===== src/rtl/data_sync.sv =====
// Purpose: move a source-domain data word into CLK using a synchronised level qualifier.
// Latency: the word, its strobe and DATA_VALID appear NUM_STAGES+1 edges after BUS_ENABLE is first sampled high.
// Backpressure: none toward the source; a capture while a word is unacknowledged overwrites it and sets OVERRUN.
module data_sync #(
    parameter int NUM_STAGES = 2,
    parameter int BUS_WIDTH  = 8
) (
    input  logic                 CLK,
    input  logic                 RST,
    input  logic [BUS_WIDTH-1:0] UNSYNC_BUS,
    input  logic                 BUS_ENABLE,
    input  logic                 DATA_ACK,
    input  logic                 OVERRUN_CLR,
    output logic [BUS_WIDTH-1:0] SYNC_BUS,
    output logic                 ENABLE_PULSE,
    output logic                 DATA_VALID,
    output logic                 OVERRUN
);

    typedef enum logic {
        IDLE = 1'b0,
        HOLD = 1'b1
    } state_t;

    state_t                state_q;
    state_t                state_d;
    logic [NUM_STAGES-1:0] sync_ff;
    logic                  pulse_ff;
    logic                  sync_en;
    logic                  rise;
    logic                  overrun_d;

    // Only the qualifier crosses through the chain; the data bus is sampled
    // once the qualifier has settled, so it never needs its own synchroniser.
    always_ff @(posedge CLK or negedge RST) begin
        if (!RST) begin
            sync_ff  <= '0;
            pulse_ff <= 1'b0;
        end else begin
            sync_ff  <= {sync_ff[NUM_STAGES-2:0], BUS_ENABLE};
            pulse_ff <= sync_en;
        end
    end

    assign sync_en = sync_ff[NUM_STAGES-1];
    assign rise    = sync_en & ~pulse_ff;

    always_ff @(posedge CLK or negedge RST) begin
        if (!RST) begin
            SYNC_BUS     <= '0;
            ENABLE_PULSE <= 1'b0;
            state_q      <= IDLE;
            OVERRUN      <= 1'b0;
        end else begin
            if (rise) begin
                SYNC_BUS <= UNSYNC_BUS;
            end
            ENABLE_PULSE <= rise;
            state_q      <= state_d;
            OVERRUN      <= overrun_d;
        end
    end

    always_comb begin
        state_d   = state_q;
        overrun_d = OVERRUN;
        if (OVERRUN_CLR) begin
            overrun_d = 1'b0;
        end
        case (state_q)
            IDLE: begin
                if (rise) begin
                    state_d = HOLD;
                end
            end
            HOLD: begin
                if (rise) begin
                    // A fresh word replaces the held one; it is lost only if not acked now.
                    if (!DATA_ACK) begin
                        overrun_d = 1'b1;
                    end
                end else if (DATA_ACK) begin
                    state_d = IDLE;
                end
            end
            default: state_d = IDLE;
        endcase
    end

    assign DATA_VALID = (state_q == HOLD);

endmodule


===== config.mk =====
export PLATFORM = sky130hd
export DESIGN_NAME = data_sync
export DESIGN_NICKNAME = d
export VERILOG_FILES = /design/src/rtl/data_sync.sv
export SDC_FILE = /design/constraint.sdc
export NUM_CORES = 1
export LEC_CHECK = 0
export CAP_MARGIN = 20
export CORE_MARGIN = 2
export CORE_UTILIZATION = 38
export DETAILED_ROUTE_END_ITERATION = 10
export PLACE_DENSITY = 0.78
export RECOVER_POWER = 100
export SYNTH_ARGS = -nofsm -noshare
export SYNTH_HDL_FRONTEND = slang
export SYNTH_SLANG_ARGS = --single-unit

===== constraint.sdc =====
create_clock -name CLK -period 1.3 [get_ports CLK]
set_input_delay 0.13 -clock CLK [delete_from_list [all_inputs] [get_ports CLK]]
set_output_delay 0.13 -clock CLK [all_outputs]
set_load 0.01 [all_outputs]

; Yosys cells after proc, flatten, opt, wreduce, memory -nomap -nowiden
; Index checks and enable logic that the tools add are counted.
[totals]
output_inout_bits = 11
wordCells = 17
ff_bits = 14
inputBits = 13
[op_classes]
bitwise_logic = 3
mux = 8
[op_table]
columns = operator, n
row1 = $mux 1, 7
row2 = $not 1->1, 2
row3 = $pmux 1 s2, 1
row4 = $and 1x1->1, 1

; Longest topological paths before layout
[logic_depth]
depth_word = 4
ltp_mapped = 3
mapped_depth_nobuf = 3

; Worst setup path after synthesis
; No wires, ideal clock.
[synth_path]
path_kind = reg2reg
from = reg pulse_ff
to = reg SYNC_BUS[0]
arrival_time_ns = 0.887
setup_ns = 0.125
t_required_ns = 1.175
stages_incl_launch_ff = 4
path_slack_ns = 0.288
n_path_buf = 0
period_less_slack_ns = 1.012
cell_sequence = dfrtp_1 nand2b_4 inv_6 mux2_4
[synth_between]
elab_chain_cells = 2
[synth_lines]
columns = element, line
row1 = "start, declared", 28  ; logic pulse_ff;
row2 = "start signal, assigned", 41  ; pulse_ff <= sync_en;
row3 = $not 1->1, 46  ; assign rise = sync_en & ~pulse_ff;
row4 = $and 1x1->1, 46
row5 = via rise, 30  ; logic rise;
row6 = "end signal, assigned", 50  ; SYNC_BUS <= '0;
row7 = "end signal, assigned", 56  ; SYNC_BUS <= UNSYNC_BUS;
row8 = "end, declared", 14  ; output logic [BUS_WIDTH-1:0] SYNC_BUS,
; The timed path passes the listed nets, and every way through them passes these cells.
; A chain may end at the register's enable or synchronous reset.

; Final worst setup path
[layout_path]
from = reg ENABLE_PULSE
to = out ENABLE_PULSE
[layout_lines]
columns = element, line
row1 = "start, declared", 15  ; output logic ENABLE_PULSE,
row2 = "start signal, assigned", 58  ; ENABLE_PULSE <= rise;
; No word-level cell between the ends.

==> key figures <==
Critical path
  • CP Data Arrival Time: 1.12 ns
  • Worst setup EP type: primary output
  • Critical path type: register to primary output
  • Buf/Inv on CP: 1
  • Startpoint type of the worst setup path: register
  • Critical path's top delay family: buffers and inverters
  • Slowest-stage cell, CP: clkdlybuf4s50_1
  • Critical Path Start: ENABLE_PULSE
  • Critical Path Max Stage Delay: around 0.52 ns
  • Worst r2r src: pulse_ff
  • WP data required: between 1 and 1.5 ns
  • Critical path, cell by cell: clkdlybuf4s50_1
  • Critical Path Fanout Max: 1

Global route
  • Most Crowded Layer GR: met2
  • Largest net degree at the start of global routing: 10
  • Vias in the first global route: about 320
  • Initial antenna violation count: 0
  • GRT met2 Usage: 0.234
  • First-pass GRT wire length: approximately 1.4 mm
  • Gr usage total: 0.137
  • Remaining global-route overflow: 0
  • M3 GR Usage: 0.0489
  • Met1 usage: 0.157

Timing
  • Slew Viols, Final: 0
  • Unrepaired setup endpoints after global routing: false
  • Slew headroom: 0.683
  • Setup TNS: 0 ns
  • Fmax: 0.803 GHz
  • Fin crit share: 0.959
  • Worst Tran Pin Value: about 0.48 ns
  • Fin crit period: roughly 1.2 ns
  • Setup violators final: 0
  • Skew final: roughly 0.0064 ns
  • Final WS setup: 0.0539 ns
  • Hold Fails Final Rpt: 0

Synthesis
  • Syn avg cell area: 18.3 µm²
  • Synth Register Bits: 14
  • Top cells by count, synth: dfrtp_1 (14), mux2_4 (8)
  • Asr flop ratio synth: 1.00
  • Synth Net Count: just over 40
  • YS warnings: 0
  • Largest cells by area after synthesis: dfrtp_1 (68%), mux2_4 (23%), nand2b_4 (2.7%)
  • Register area share after synthesis: 0.683
  • Post-synth EDFFs: 0
  • Synth Cell Area: 513 µm²
  • Syn Inst Count: 28
  • Post-synth top flop: dfrtp_1
  • Yosys top cell by area: dfrtp_1
  • Most frequent cell after synthesis: dfrtp_1
  • Top cell type's share of synthesized area: 0.683
  • Post-synthesis cell type count: 8

Power and ir drop
  • Max IR drop VDD: ~0.65 mV
  • Pleak: between 0.0003 and 0.0004 µW
  • Pwr dens: 1290 mW/mm²

Routing
  • Drt initial violations: 2
  • Post-route ant nets: 0
  • Vias: ~310
  • WL final: just under 900 µm
  • Drt first pass iters: 2
  • Drt drc: 0
  • WL/cell: between 10 and 15 µm
  • Routed vias/inst: ~4.4

Clock tree
  • Clk sinks: 14
  • TritonCTS Buffers: 3
  • Clock root buffer: clkbuf_4
  • H-tree depth: 1
  • Clock transition at path regs: around 0.090 ns
  • Buffer depth of the longest clock path: 2
  • TritonCTS clock tree: built
  • Setup Buffers After CTS: 0
  • Worst skew pair latency: 0.27 ns
  • Hold buffers post-CTS: 0

Placement
  • Dpl ws: about 0.24 ns
  • Port bufs: 23
  • Gpl congestion: between 0.5 and 0.6
  • Post-detail-place hpwl: slightly above 700 µm

Floorplan
  • Site Rows: 13
  • Die width: 40.7 µm
  • Die footprint: roughly 0.0017 mm²
  • I/O Pins: 24
  • Die Y: a little over 40 µm
  • Core area: 0.00128 mm²
  • Initial Util: 0.399

Finish
  • Synth-to-layout area growth: 47.6%
  • Final nets: 70
  • Antenna cells: 0
  • Share of post-route cells with drive strength above 1: 0.0893

Outcome
  • Run status: finished, final reports clean

Hold path
  • Hold WC Path Type: input pin to async pin

Job
  • Max-cap violations: 0
## report_power, final
group	switching [µW]	internal (µW)	leakage [µW]
sequential	24.1	482	0.000167
combinational	68.5	102	0.000148
clock	131	170	0.0000210
total	223	755	0.000336
## logic make-up after synthesis
logic type	synth area share
muxes	0.234
buffers and inverters	0.0244
and+or+nand+nor	0.0463
AOI/OAI and AO/OA	0.0122
DFF	0.683
## routing by layer
layer  routed length [µm]  up-vias
met5                    0        -
met4                    0        0
met3                   75        0
met2                  451       15
met1                  366      149
li1                     -      148
## registers in the layout, indices dropped and copies added, names as in the netlist
name,flops
SYNC_BUS,8
sync_ff,2
DATA_VALID,1
ENABLE_PULSE,1
OVERRUN,1
pulse_ff,1
## what timing repair did
| action | 4_1_cts | 5_1_grt |
|---|---|---|
| resized for setup | 6 | 4 |
| pin swaps | 0 | 0 |
| endpoints found under the setup margin | 6 | 4 |
## final cells by class
type | instances | area, µm²
fill | 112 | 528
tap | 15 | 18.8
multi-input combinational | 12 | 113
inverter | 2 | 12.5
clock buffer | 4 | 36.3
timing repair buffer | 24 | 226
sequential | 14 | 350
## worst paths after layout
check	cells past startpoint	endpoint	slack, ns
min	1	SYNC_BUS[0]	0.17
max	1	ENABLE_PULSE	0.05
min reg2reg	0	sync_ff[1]	0.36
max reg2reg	3	SYNC_BUS[6]	0.14
max in group asynchronous	2	OVERRUN	0.43
min in group CLK	0	sync_ff[1]	0.36
## metrics by stage
stage	std cells	utilization	area, µm²	hold slack, ns	power (µW)
floorplan	28	-	513	-0.166	608
global placement	67	0.599	769	0.336	747
detailed placement	67	0.599	769	0.337	755
CTS	71	0.621	798	0.100	1030
global route	71	0.589	757	0.174	1020
finish	71	0.589	757	0.165	978
## worst register-to-register path, cell delays in order, from the launching register on
cell	delay [ns]
dfrtp_1	0.36
nand2b_1	0.22
inv_6	0.13
mux2_1	0.34
## cells in the final DEF, fill, tap and decap left out
cell type,count
dlygate4sd3_1,2
o22ai_1,1
clkdlybuf4s50_1,11
clkdlybuf4s25_1,4
dfrtp_1,14
nand2b_1,2
mux2_1,8
inv_1,1
nand2_1,1
dlygate4sd2_1,6
inv_6,1
clkbuf_8,1
clkbuf_1,1
clkbuf_4,3
Power figures use the tool's default switching activity.
